$ cat src/rtl/vr_rr_arbiter.sv
// Round-robin packet arbiter: N_REQ valid/ready sources merged into one registered
// output stage; a multi-beat packet holds the grant until its last beat transfers.
module vr_rr_arbiter #(
  parameter int N_REQ = 4,
  parameter int WIDTH = 8,
  localparam int ID_W = (N_REQ > 1) ? $clog2(N_REQ) : 1
) (
  input  logic                     clk,
  input  logic                     rst_n,
  input  logic [N_REQ-1:0]         req_valid,
  input  logic [N_REQ*WIDTH-1:0]   req_data,
  input  logic [N_REQ-1:0]         req_last,
  output logic [N_REQ-1:0]         req_ready,
  output logic                     out_valid,
  output logic [WIDTH-1:0]         out_data,
  output logic                     out_last,
  output logic [ID_W-1:0]          out_id,
  input  logic                     out_ready,
  output logic                     locked
);

  typedef enum logic {ST_IDLE, ST_LOCKED} state_t;

  state_t            r_state;
  logic [ID_W-1:0]   r_rr_ptr;
  logic [ID_W-1:0]   r_lock_id;
  logic              r_out_valid;
  logic [WIDTH-1:0]  r_out_data;
  logic              r_out_last;
  logic [ID_W-1:0]   r_out_id;

  logic              w_accept;
  logic              w_rr_found;
  logic [ID_W-1:0]   w_rr_idx;
  logic              w_has_grant;
  logic [ID_W-1:0]   w_grant_idx;
  logic              w_grant_valid;
  logic [WIDTH-1:0]  w_grant_data;
  logic              w_grant_last;
  logic              w_xfer;
  logic [ID_W-1:0]   w_ptr_next;

  assign w_accept = !r_out_valid || out_ready;

  // Scan offsets from the highest down so the nearest valid at or above rr_ptr wins.
  always_comb begin
    logic [ID_W:0] v_idx;
    w_rr_found = 1'b0;
    w_rr_idx   = '0;
    for (int k = N_REQ - 1; k >= 0; k--) begin
      v_idx = {1'b0, r_rr_ptr} + (ID_W+1)'(k);
      if (v_idx >= (ID_W+1)'(N_REQ)) begin
        v_idx = v_idx - (ID_W+1)'(N_REQ);
      end
      if (req_valid[v_idx[ID_W-1:0]]) begin
        w_rr_found = 1'b1;
        w_rr_idx   = v_idx[ID_W-1:0];
      end
    end
  end

  // While locked the grant stays on lock_id even through bubbles.
  always_comb begin
    if (r_state == ST_LOCKED) begin
      w_has_grant = 1'b1;
      w_grant_idx = r_lock_id;
    end else begin
      w_has_grant = w_rr_found;
      w_grant_idx = w_rr_idx;
    end
    w_grant_valid = req_valid[w_grant_idx];
    w_grant_data  = req_data[w_grant_idx*WIDTH +: WIDTH];
    w_grant_last  = req_last[w_grant_idx];
  end

  assign w_xfer = w_has_grant && w_accept && w_grant_valid;

  always_comb begin
    if (w_grant_idx == ID_W'(N_REQ - 1)) begin
      w_ptr_next = '0;
    end else begin
      w_ptr_next = w_grant_idx + 1'b1;
    end
  end

  always_comb begin
    req_ready = '0;
    if (rst_n && w_has_grant && w_accept) begin
      req_ready[w_grant_idx] = 1'b1;
    end
  end

  always_ff @(posedge clk or negedge rst_n) begin
    if (!rst_n) begin
      r_state     <= ST_IDLE;
      r_rr_ptr    <= '0;
      r_lock_id   <= '0;
      r_out_valid <= 1'b0;
      r_out_data  <= '0;
      r_out_last  <= 1'b0;
      r_out_id    <= '0;
    end else begin
      if (w_xfer) begin
        r_out_valid <= 1'b1;
        r_out_data  <= w_grant_data;
        r_out_last  <= w_grant_last;
        r_out_id    <= w_grant_idx;
        if (w_grant_last) begin
          r_state  <= ST_IDLE;
          r_rr_ptr <= w_ptr_next;
        end else if (r_state == ST_IDLE) begin
          r_state   <= ST_LOCKED;
          r_lock_id <= w_grant_idx;
        end
      end else if (out_ready) begin
        r_out_valid <= 1'b0;
      end
    end
  end

  assign out_valid = r_out_valid;
  assign out_data  = r_out_data;
  assign out_last  = r_out_last;
  assign out_id    = r_out_id;
  assign locked    = (r_state == ST_LOCKED);

endmodule

$ cat config.mk
export PLATFORM = sky130hd
export DESIGN_NAME = vr_rr_arbiter
export DESIGN_NICKNAME = d
export VERILOG_FILES = /design/src/rtl/vr_rr_arbiter.sv
export SDC_FILE = /design/constraint.sdc
export NUM_CORES = 1
export LEC_CHECK = 0
export CAP_MARGIN = 20
export CORE_MARGIN = 2
export CORE_UTILIZATION = 45
export CTS_BUF_LIST = sky130_fd_sc_hd__clkbuf_8
export DETAILED_ROUTE_END_ITERATION = 10
export GPL_ROUTABILITY_DRIVEN = 0
export GPL_TIMING_DRIVEN = 0
export PLACE_DENSITY = 0.88
export SYNTH_ARGS = -nofsm -noshare
export SYNTH_HDL_FRONTEND = slang
export SYNTH_SLANG_ARGS = --single-unit
export TNS_END_PERCENT = 5
$ cat constraint.sdc
create_clock -name clk -period 6.65 [get_ports clk]
set_input_delay 0.9975 -clock clk [delete_from_list [all_inputs] [get_ports clk]]
set_output_delay 0.9975 -clock clk [all_outputs]
set_load 0.01 [all_outputs]
Yosys cells after proc, flatten, opt, wreduce, memory -nomap -nowiden:

Index checks and enable logic that the tools add are counted.

* logic and storage cells: 72
* bits of input ports: 43
* register bits after elaboration: 17
* output and inout port bits: 17

* reduce and logical (&&, ||, !) cells: 10
* multiplexer cells: 33
* bitwise logic cells: 2
* equality and inequality tests: 1
* shifts and indexed selects: 1
* add/subtract/negate cells: 8
* order comparisons: 10

Operators with widths (number)
* indexed part select 32 x 6 -> 8 bit: 1
* two-way mux 2 bit: 10
* less-than comparator 2 x 3 -> 1 bit (second input constant): 5
* two-way mux 1 bit: 15
* binary-select mux 1 bit (select 2 bit): 6
* greater-or-equal comparator 3 bit (second input constant): 3
* subtractor 2 x 1 -> 2 bit (second input constant): 4
* adder 2 x 2 -> 3 bit (second input constant): 2
* logical AND 1 bit: 5
* two-way mux 4 bit: 1
* adder 2 x 1 -> 3 bit (second input constant): 1
* greater-or-equal comparator 2 x 3 -> 1 bit (second input constant): 1
* AND reduction 3 bit: 1
* adder 2 x 1 -> 2 bit (second input constant): 1
* demux 1 bit (select 2 bit): 1
* equality test 2 bit (second input constant): 1
* greater-or-equal comparator 2 x 1 -> 1 bit (second input constant): 1
* NOT 1 bit: 2
* AND reduction 2 bit: 1
* nonzero test 2 bit: 1
* logical NOT 1 bit: 1
* logical OR 1 bit: 1

Depth between registers and ports, before layout:

Gate-level depths: netlist (run 1).

* depth after elaboration: 15
* mapped depth: 10
* gate-level depth less buffers: 8

Least setup slack after synthesis (run 1):

OpenSTA, ideal clock, no wires.

* path type: input-to-output
* from: input port req_valid[0]
* to: output port req_ready[2]
* path slack: 3.092 ns
* path buffers: 2
* required time: 5.653 ns
* arrival time: 2.561 ns
* stages: 7
* cells stage by stage: mux2_4 > a221oi_1 > mux2i_1 > clkbuf_1 > clkbuf_1 > ha_1 > and3_1

* word-level cells in the longest chain between the ends: 12
* elaborated cells between the ends (all ways): 26
* classes of those cells: order compare: 2; mux: 21; reduce/logical: 3

Ends and longest elaborated chain
* start, declared: line 10 `input logic [N_REQ-1:0] req_valid,`
* binary-select mux 1 bit (select 2 bit): line 55 `if (req_valid[v_idx[ID_W-1:0]]) begin`
* two-way mux 1 bit (not written as such): line 55
* two-way mux 2 bit (4 in series): line 55
* two-way mux 2 bit: line 64 `if (r_state == ST_LOCKED) begin`
* less-than comparator 2 x 3 -> 1 bit (not written as such) / greater-or-equal comparator 2 x 1 -> 1 bit (equally long branches): line 89 `req_ready[w_grant_idx] = 1'b1;`
* logical AND 1 bit (not written as such): line 89
* two-way mux 1 bit (not written as such): line 89
* demux 1 bit (select 2 bit): line 89
* two-way mux 4 bit *: line 88 `if (rst_n && w_has_grant && w_accept) begin`
* end, declared: line 13 `output logic [N_REQ-1:0] req_ready,`

Every way passes the cells marked *; elsewhere a longest branch is shown, timed or not. The select of a mux whose other input is x is not followed.

Final worst setup path (run 1):

Same ends and word-level chain as after synthesis.

==> results of run 1 <==
[metal layers]
| metal | global-route usage | routed length [um] | vias up |
|---|---|---|---|
| met5 | 0 | 0 | - |
| met4 | 0.0952 | 36 | 0 |
| met3 | 0.0814 | 296 | 4 |
| met2 | 0.418 | 1780 | 54 |
| met1 | 0.232 | 1280 | 574 |
| li1 | - | - | 589 |
[critical path, stage by stage]
cell and delay, ns:
clkdlybuf4s50_1 0.61, mux2_4 0.20, a221oi_1 0.11, mux2i_1 0.43, clkbuf_1 0.40, clkbuf_1 0.36
ha_1 0.21, and3_1 0.16, clkdlybuf4s50_1 0.54
[state kept, by name, summed over array words and instances, names as in the netlist]
register	cells
out_id	2
out_data	8
out_valid	1
locked	1
out_last	1
r_rr_ptr	2
r_lock_id	2
[layout by cell type (no fill, tap or decap), drive strengths merged, types with 2 or more instances in the layout]
master and instances:
o21a 2, and3 2, nand3 2, dfrtp 17, mux2i 11, nor4 2, mux2 12, clkdlybuf4s50 59
clkbuf 6, ha 2, nor2 2, and2 2, nand2 24, a21boi 2, inv 6, buf 3
nor3b 2, o21ai 18
[power groups by stage]
stage	logic (mW)	clock network, mW	registers (mW)
floorplan	0.325	0	0.206
global placement	0.519	0	0.190
detailed placement	0.536	0	0.193
CTS	0.545	0.0774	0.192
global route	0.591	0.0829	0.198
finish	0.540	0.0765	0.192
[final timing paths]
kind                       slack [ns]                  endpoint
max                              1.62              req_ready[2]
max reg2reg                      3.86  r_lock_id[1]$_DFFE_PN0P_
min in group asynchronous        1.24   out_data[2]$_DFFE_PN0P_
min                              0.48   out_data[6]$_DFFE_PN0P_
min reg2reg                      0.48   out_data[6]$_DFFE_PN0P_
max in group asynchronous        4.89   r_rr_ptr[1]$_DFFE_PN0P_
[area by class of cell]
| class | count | area [sq um] |
|---|---|---|
| buffer | 6 | 35.0 |
| clock buffer | 3 | 41.3 |
| clock inverter | 1 | 5.00 |
| fill | 193 | 634 |
| inverter | 6 | 25.0 |
| multi-input combinational | 99 | 728 |
| sequential | 17 | 425 |
| tap | 30 | 37.5 |
| timing repair buffer | 59 | 591 |
[logic make-up (layout without fill, tap and decap cells)]
family,count (synthesis),in the layout,share of synthesized area
AO/OA/AOI/OAI,33,33,0.208
adder cells (fa/ha/maj),2,2,0.0206
buffers and inverters,12,75,0.0495
flip-flops,17,17,0.351
multiplexers,23,23,0.205
AND/OR/NAND/NOR,41,41,0.166
==> impl_metrics.py, run 1 <==
metrics = {
    "power": {
        "power.total_mw": 0.809,
        "ir_worst_vdd_mv": 0.261,
        "p_switching_mw": 0.348,
        "seqPwrFrac": 0.238,
        "cellPowerDensity_nw_per_um2": 428,
        "leakagePower_nw": 0.802,
        "internal-power_mw": 0.461,
        "p_comb_frac": 0.668,
        "swShare": 0.430,
        "clock_power_share": 0.095,
    },
    "synth": {
        "ys_ff_latch": 17,
        "ys_seq_area_frac": 0.351,
        "synthesis.instances": 128,
        "synthArstFlopShare": 1.00,
        "synth.largest_area_cell": "dfrtp_1",
        "yosysUniqueCellTypes": 39,
        "yosysWarningCount": 0,
        "synth-main-ff-cell": "dfrtp_1",
        "yosysMostFrequentCell": "nand2_1",
        "synthTopCellsByArea": "dfrtp_1 (35%), mux2i_1 (9.1%), mux2_2 (8.4%), nand2_1 (7.4%), o21ai_0 (7.0%)",
        "syn_nets": 173,
        "synthesis.area_sq_um": 1210,
        "synth_top_area_frac": 0.351,
        "synth_edf_count": 0,
        "synth_common_cells": "nand2_1 (24), dfrtp_1 (17), o21ai_0 (17), mux2i_1 (11), mux2_2 (9)",
        "syn_avg_cell_area_sq_um": 9.48,
    },
    "routing": {
        "wl_um": 3400,
        "avgViaCountPerCell": 5.52,
        "vias": 1221,
        "drc": 0,
        "wl_per_cell_um": 15.4,
        "drt-initial-drc-count": 44,
        "drt-pass1-iter-count": 6,
        "ant_nets": 0,
    },
    "worst_setup_path": {
        "r2r-start": "r_rr_ptr[1]$_DFFE_PN0P_",
        "cp.arrival_ns": 4.03,
        "r2r_cells": 9,
        "worstSetupEndpointType": "primary output",
        "crit_type": "input pin to primary output",
        "critPathLaunch": "req_valid[0]",
        "crit_fanout": 10,
        "cp.required_ns": 5.65,
        "startpoint_type": "input pin",
    },
    "floorplan": {
        "fp.coreArea_sq_um": 2520,
        "die_h_um": 55.9,
        "num_rows": 18,
        "io_pins": 60,
        "fp.dieW_um": 55.9,
        "dieArea_sq_um": 3130,
        "start_util": 0.481,
    },
    "clocking": {
        "cts_inserted_buffers": 3,
        "clk_pin_slew_ns": 0.07,
        "post_cts_buffers": 0,
        "insertion_delay_ns": 0.25,
        "cts_tree": "done",
        "ctsRootBufferMaster": "clkbuf_8",
        "cts_max_path_buffers": 2,
        "clock_sinks": 17,
        "hold_buffers": 0,
        "htreeDepth": 1,
        "cts_resized": 0,
    },
    "sta": {
        "period_share": 0.756,
        "worst_pin_slew_ns": 0.856,
        "max_freq_mhz": 199,
        "whs_ns": 0.484,
        "setup_violations": 0,
        "rsz0062_at_grt": "no",
        "layout_min_cycle_time_ns": 5.03,
        "hold_viol": 0,
        "setup_tns_ns": 0,
        "layout_setup_ws_ns": 1.62,
        "slew_headroom": 0.428,
        "slew_viol_final": 0,
        "skew_ns": 0.00220,
    },
    "grt": {
        "gr-total-overflow": 0,
        "grt_pass1_vias": 1241,
        "gr-usage-all-layers": 0.228,
        "antenna_found_initial": 0,
        "grt_pass1_wl_um": 5580,
        "grt_max_degree": 21,
    },
    "finish": {
        "synthToLayoutAreaGrowth_pct": 55.6,
        "layoutNonFillerInstCount": 221,
        "nets": 237,
        "final_util": 0.749,
        "insertedDiodeCount": 0,
        "layout-drive-gt1-share": 0.126,
        "design_area_sq_um": 1890,
    },
    "min_path": {
        "worstHoldPathType": "register to register",
        "whs_path_depth": 2,
        "hold_path.startpoint": "out_data[6]$_DFFE_PN0P_",
    },
    "place": {
        "dp_slack_ns": 1.69,
        "placed_cell_area_sq_um": 1840,
        "io_buffers": 59,
        "placed_cells": 217,
        "dp_hpwl_um": 2640,
    },
    "status": {
        "status": "complete, no violations",
    },
    "job": {
        "maxCapViolations": 0,
    },
}
No activity file was read; power rests on OpenSTA's default activity.
==> run 2, diff against run 1 <==
--- a/config.mk
+++ b/config.mk
@@ -7,12 +7,12 @@
 export LEC_CHECK = 0
 export CAP_MARGIN = 20
 export CORE_MARGIN = 2
-export CORE_UTILIZATION = 45
+export CORE_UTILIZATION = 41
 export CTS_BUF_LIST = sky130_fd_sc_hd__clkbuf_8
 export DETAILED_ROUTE_END_ITERATION = 10
 export GPL_ROUTABILITY_DRIVEN = 0
 export GPL_TIMING_DRIVEN = 0
-export PLACE_DENSITY = 0.88
+export PLACE_DENSITY = 0.81
 export SYNTH_ARGS = -nofsm -noshare
 export SYNTH_HDL_FRONTEND = slang
 export SYNTH_SLANG_ARGS = --single-unit
==> constraint.sdc (replaced) <==
create_clock -name clk -period 5.3 [get_ports clk]
set_input_delay 0.795 -clock clk [delete_from_list [all_inputs] [get_ports clk]]
set_output_delay 0.795 -clock clk [all_outputs]
set_load 0.01 [all_outputs]
==> impl_metrics.py, run 2 (synthesis results as in run 1) <==
metrics = {
    "sta": {
        "skew_ns": 0.00376,
        "slew_headroom": 0.449,
        "worst_pin_slew_ns": 0.824,
        "setup_tns_ns": 0,
        "max_freq_mhz": 215,
        "layout_setup_ws_ns": 0.638,
        "period_share": 0.880,
        "layout_min_cycle_time_ns": 4.66,
        "setup_violations": 0,
        "whs_ns": 0.487,
        "rsz0062_at_grt": "no",
        "slew_viol_final": 0,
        "hold_viol": 0,
    },
    "finish": {
        "multiInputGateArea_sq_um": 728,
        "design_area_sq_um": 1890,
        "layout-drive-gt1-share": 0.126,
        "seqCellArea_sq_um": 425,
        "synthToLayoutAreaGrowth_pct": 55.7,
        "mostFrequentLayoutCell": "clkdlybuf4s50_1",
        "layoutNonFillerInstCount": 222,
        "layout_common_cells": "clkdlybuf4s50_1 (59), nand2_1 (24), o21ai_0 (17), dfrtp_1 (17), mux2i_1 (11)",
        "largest_register_ffs": 8,
        "nets": 237,
        "final_util": 0.679,
        "fillers": 223,
        "insertedDiodeCount": 0,
    },
    "clocking": {
        "hold_buffers": 0,
        "ctsRootBufferMaster": "clkbuf_8",
        "htreeDepth": 1,
        "post_cts_buffers": 0,
        "cts_tree": "done",
        "clk_pin_slew_ns": 0.07,
        "insertion_delay_ns": 0.25,
        "clock_sinks": 17,
        "cts_resized": 0,
        "cts_inserted_buffers": 3,
        "cts_max_path_buffers": 2,
    },
    "floorplan": {
        "start_util": 0.436,
        "fp.coreArea_sq_um": 2780,
        "num_rows": 19,
        "die_h_um": 58.4,
        "io_pins": 60,
        "dieArea_sq_um": 3410,
        "fp.dieW_um": 58.4,
    },
    "worst_setup_path": {
        "cp.arrival_ns": 3.87,
        "r2r-start": "r_rr_ptr[1]$_DFFE_PN0P_",
        "slowest_delay_ns": 0.59,
        "r2r_cells": 9,
        "worstSetupEndpointType": "primary output",
        "critPathSlowestCell": "clkdlybuf4s50_1",
        "crit_fanout": 10,
        "timing.rr.end": "r_lock_id[1]$_DFFE_PN0P_",
        "reg2reg_slack_ns": 2.59,
        "cp.required_ns": 4.51,
        "crit_type": "input pin to primary output",
        "startpoint_type": "input pin",
        "critical_path.cell_chain": "clkdlybuf4s50_1 -> mux2_4 -> a221oi_1 -> mux2i_1 -> clkbuf_1 -> clkbuf_1 -> ha_1 -> and3_1 -> clkdlybuf4s50_1",
    },
    "routing": {
        "met3_wirelength_um": 324,
        "wl_met2_um": 1580,
        "top_layer": "met4",
        "drc": 0,
        "ant_nets": 0,
        "avgViaCountPerCell": 5.36,
        "wl_per_cell_um": 14.4,
        "wl_um": 3210,
        "vias": 1191,
        "drt-pass1-iter-count": 4,
        "met1_length_um": 1260,
        "drt-initial-drc-count": 31,
    },
    "grt": {
        "gr-usage-all-layers": 0.211,
        "grt_pass1_wl_um": 5480,
        "antenna_found_initial": 0,
        "gr-total-overflow": 0,
        "grt_pass1_vias": 1284,
        "grt_max_degree": 21,
    },
    "power": {
        "seqPwrFrac": 0.239,
        "p_switching_mw": 0.429,
        "clock_power_share": 0.096,
        "cellPowerDensity_nw_per_um2": 533,
        "swShare": 0.426,
        "leakagePower_nw": 0.802,
        "internal-power_mw": 0.578,
        "ir_worst_vdd_mv": 0.393,
        "power.total_mw": 1.01,
        "p_comb_frac": 0.665,
    },
    "place": {
        "placed_cell_area_sq_um": 1840,
        "dp_slack_ns": 0.665,
        "io_buffers": 59,
        "dp_hpwl_um": 2620,
        "placed_cells": 218,
    },
    "job": {
        "maxCapViolations": 0,
    },
    "min_path": {
        "worstHoldPathType": "register to register",
        "hold_path.startpoint": "out_data[3]$_DFFE_PN0P_",
        "hold_path_end": "out_data[3]$_DFFE_PN0P_",
        "whs_path_depth": 2,
    },
    "status": {
        "status": "complete, no violations",
    },
}
## run 2: how the worst max path moves through the flow
stage	startpoint	end	slack, ns	depth (start not counted)
floorplan	req_valid[0]	req_ready[2]	2.15	7
global placement	req_valid[0]	req_ready[2]	0.74	9
detailed placement	req_valid[2]	req_ready[2]	0.67	9
CTS	req_valid[2]	req_ready[2]	0.66	9
global route	req_valid[0]	req_ready[2]	0.44	9
finish	req_valid[0]	req_ready[2]	0.64	9
## run 2: layout make-up
type                    count  share of cell area
flip-flops and latches     17               0.225
inverters                   6              0.0132
clock inverters             1             0.00265
clock buffers               3              0.0219
repair buffers             59               0.313
multi-input cells          99               0.385
well taps                  31              0.0205
plain buffers               6              0.0185
## run 2: routing by layer
layer | GRT usage | vias up
met5 | 0 | -
met4 | 0.0764 | 0
met3 | 0.0725 | 4
met2 | 0.372 | 51
met1 | 0.233 | 547
li1 | - | 589
## run 2: critical path, delay by kind of cell
family	cells	cell delay (ns)
AO/OA/AOI/OAI	1	0.11
adder cells (fa/ha/maj)	1	0.22
buffers and inverters	4	1.95
multiplexers	2	0.64
AND/OR/NAND/NOR	1	0.15
## run 2: power groups by stage
stage	registers, mW	logic (mW)	clock network, mW
CTS	0.241	0.676	0.0986
finish	0.240	0.670	0.0967
floorplan	0.258	0.408	0
global route	0.250	0.739	0.105
detailed placement	0.243	0.674	0
global placement	0.239	0.655	0
==> run 3, diff against run 2 <==
--- a/config.mk
+++ b/config.mk
@@ -12,7 +12,7 @@
 export DETAILED_ROUTE_END_ITERATION = 10
 export GPL_ROUTABILITY_DRIVEN = 0
 export GPL_TIMING_DRIVEN = 0
-export PLACE_DENSITY = 0.81
+export PLACE_DENSITY = 0.83
 export SYNTH_ARGS = -nofsm -noshare
 export SYNTH_HDL_FRONTEND = slang
 export SYNTH_SLANG_ARGS = --single-unit
==> impl_metrics.py, run 3 (synthesis results as in run 1) <==
metrics = {
    "worst_setup_path": {
        "critPathLaunch": "req_valid[0]",
        "reg2reg_slack_ns": 2.61,
        "cp.required_ns": 4.51,
        "startpoint_type": "input pin",
        "r2r-start": "r_rr_ptr[1]$_DFFE_PN0P_",
        "timing.rr.end": "r_lock_id[0]$_DFFE_PN0P_",
        "crit_end": "req_ready[2]",
        "cp.arrival_ns": 3.75,
        "crit_type": "input pin to primary output",
        "worstSetupEndpointType": "primary output",
        "r2r_cells": 9,
        "crit_fanout": 10,
    },
    "finish": {
        "largest_register_ffs": 8,
        "mostFrequentLayoutCell": "clkdlybuf4s50_1",
        "synthToLayoutAreaGrowth_pct": 55.6,
        "final_util": 0.679,
        "layoutNonFillerInstCount": 222,
        "layout-drive-gt1-share": 0.120,
        "layout_common_cells": "clkdlybuf4s50_1 (59), nand2_1 (24), o21ai_0 (17), dfrtp_1 (17), mux2i_1 (11)",
        "design_area_sq_um": 1890,
        "fillers": 231,
        "nets": 237,
        "insertedDiodeCount": 0,
    },
    "power": {
        "seqPwrFrac": 0.243,
        "cellPowerDensity_nw_per_um2": 527,
        "swShare": 0.421,
        "ir_worst_vdd_mv": 0.353,
        "p_comb_frac": 0.664,
        "leakagePower_nw": 0.803,
        "p_switching_mw": 0.419,
        "clock_power_share": 0.093,
        "internal-power_mw": 0.577,
    },
    "place": {
        "placed_cell_area_sq_um": 1840,
        "dp_hpwl_um": 2470,
        "io_buffers": 59,
        "placed_cells": 218,
    },
    "routing": {
        "wl_um": 3010,
        "drc": 0,
        "drt-pass1-iter-count": 4,
        "vias": 1177,
        "drt-initial-drc-count": 29,
        "ant_nets": 0,
        "wl_per_cell_um": 13.6,
        "avgViaCountPerCell": 5.30,
    },
    "clocking": {
        "ctsRootBufferMaster": "clkbuf_8",
        "cts_resized": 0,
        "clk_pin_slew_ns": 0.06,
        "htreeDepth": 1,
        "cts_tree": "done",
        "post_cts_buffers": 0,
        "cts_max_path_buffers": 2,
        "clock_sinks": 17,
        "cts_inserted_buffers": 3,
        "insertion_delay_ns": 0.24,
        "hold_buffers": 0,
    },
    "grt": {
        "antenna_found_initial": 0,
        "gr-total-overflow": 0,
        "grt_pass1_vias": 1200,
        "gr-usage-all-layers": 0.195,
        "grt_pass1_wl_um": 5180,
        "grt_max_degree": 21,
    },
    "min_path": {
        "worstHoldPathType": "register to register",
        "hold_path.startpoint": "out_data[4]$_DFFE_PN0P_",
    },
    "job": {
        "maxCapViolations": 0,
    },
    "sta": {
        "slew_viol_final": 0,
        "setup_tns_ns": 0,
        "setup_violations": 0,
        "skew_ns": 0.00111,
        "layout_min_cycle_time_ns": 4.55,
        "worst_pin_slew_ns": 0.801,
        "hold_viol": 0,
        "max_freq_mhz": 220,
        "period_share": 0.858,
        "rsz0062_at_grt": "no",
        "slew_headroom": 0.464,
        "whs_ns": 0.486,
    },
    "floorplan": {
        "die_h_um": 58.4,
        "fp.coreArea_sq_um": 2780,
        "start_util": 0.436,
        "fp.dieW_um": 58.4,
        "num_rows": 19,
        "dieArea_sq_um": 3410,
        "io_pins": 60,
    },
    "status": {
        "status": "complete, no violations",
    },
}
==> run 3: cell types whose count changed in the layout (fill, tap and decap cells not counted) <==
| cell | before | now |
|---|---|---|
| clkinv_2 | 1 | 0 |
| inv_1 | 5 | 6 |
==> run 3: critical path, cell delays in order <==
cell	delay, ns
clkdlybuf4s50_1	0.59
mux2_4	0.19
a221oi_1	0.10
mux2i_1	0.40
clkbuf_1	0.41
clkbuf_1	0.38
ha_1	0.20
and3_1	0.15
clkdlybuf4s50_1	0.53
==> run 3: per-layer routing <==
metal	GRT usage	up-vias	wire [um]	share of wire
met1	0.241	535	1270	0.42
met5	0	-	0	0
met2	0.324	54	1430	0.48
met3	0.0659	2	291	0.097
li1	-	586	-	-
met4	0.0532	0	15	0.0050
==> run 3: worst min-delay path by stage <==
stage | cells past startpoint | endpoint
floorplan | 1 | r_lock_id[0]$_DFFE_PN0P_
global placement | 2 | out_data[6]$_DFFE_PN0P_
detailed placement | 2 | out_data[4]$_DFFE_PN0P_
CTS | 2 | out_data[4]$_DFFE_PN0P_
global route | 1 | r_lock_id[0]$_DFFE_PN0P_
finish | 2 | out_data[4]$_DFFE_PN0P_
==> run 3: power groups by stage <==
stage,Sequential [mW],Combinational (mW),Clock [mW]
6_report,0.242,0.661,0.0922
5_1_grt,0.251,0.730,0.103
4_1_cts,0.242,0.669,0.0932
3_5_place_dp,0.244,0.666,0
3_3_place_gp,0.239,0.657,0
2_1_floorplan,0.258,0.408,0
==> run 3: stage by stage <==
stage / setup WS, ns / power, mW
floorplan: 2.15 / 0.666
global placement: 0.716 / 0.896
detailed placement: 0.726 / 0.910
CTS: 0.703 / 1.00
global route: 0.482 / 1.08
finish: 0.751 / 0.995
==> run 3: area by class of cell <==
class,count,area (sq um),share of cell area
timing repair buffer,59,591,0.313
sequential,17,425,0.225
tap,31,38.8,0.0205
clock buffer,3,41.3,0.0219
buffer,6,35.0,0.0186
multi-input combinational,99,728,0.386
clock inverter,1,3.75,0.00199
inverter,6,25.0,0.0133
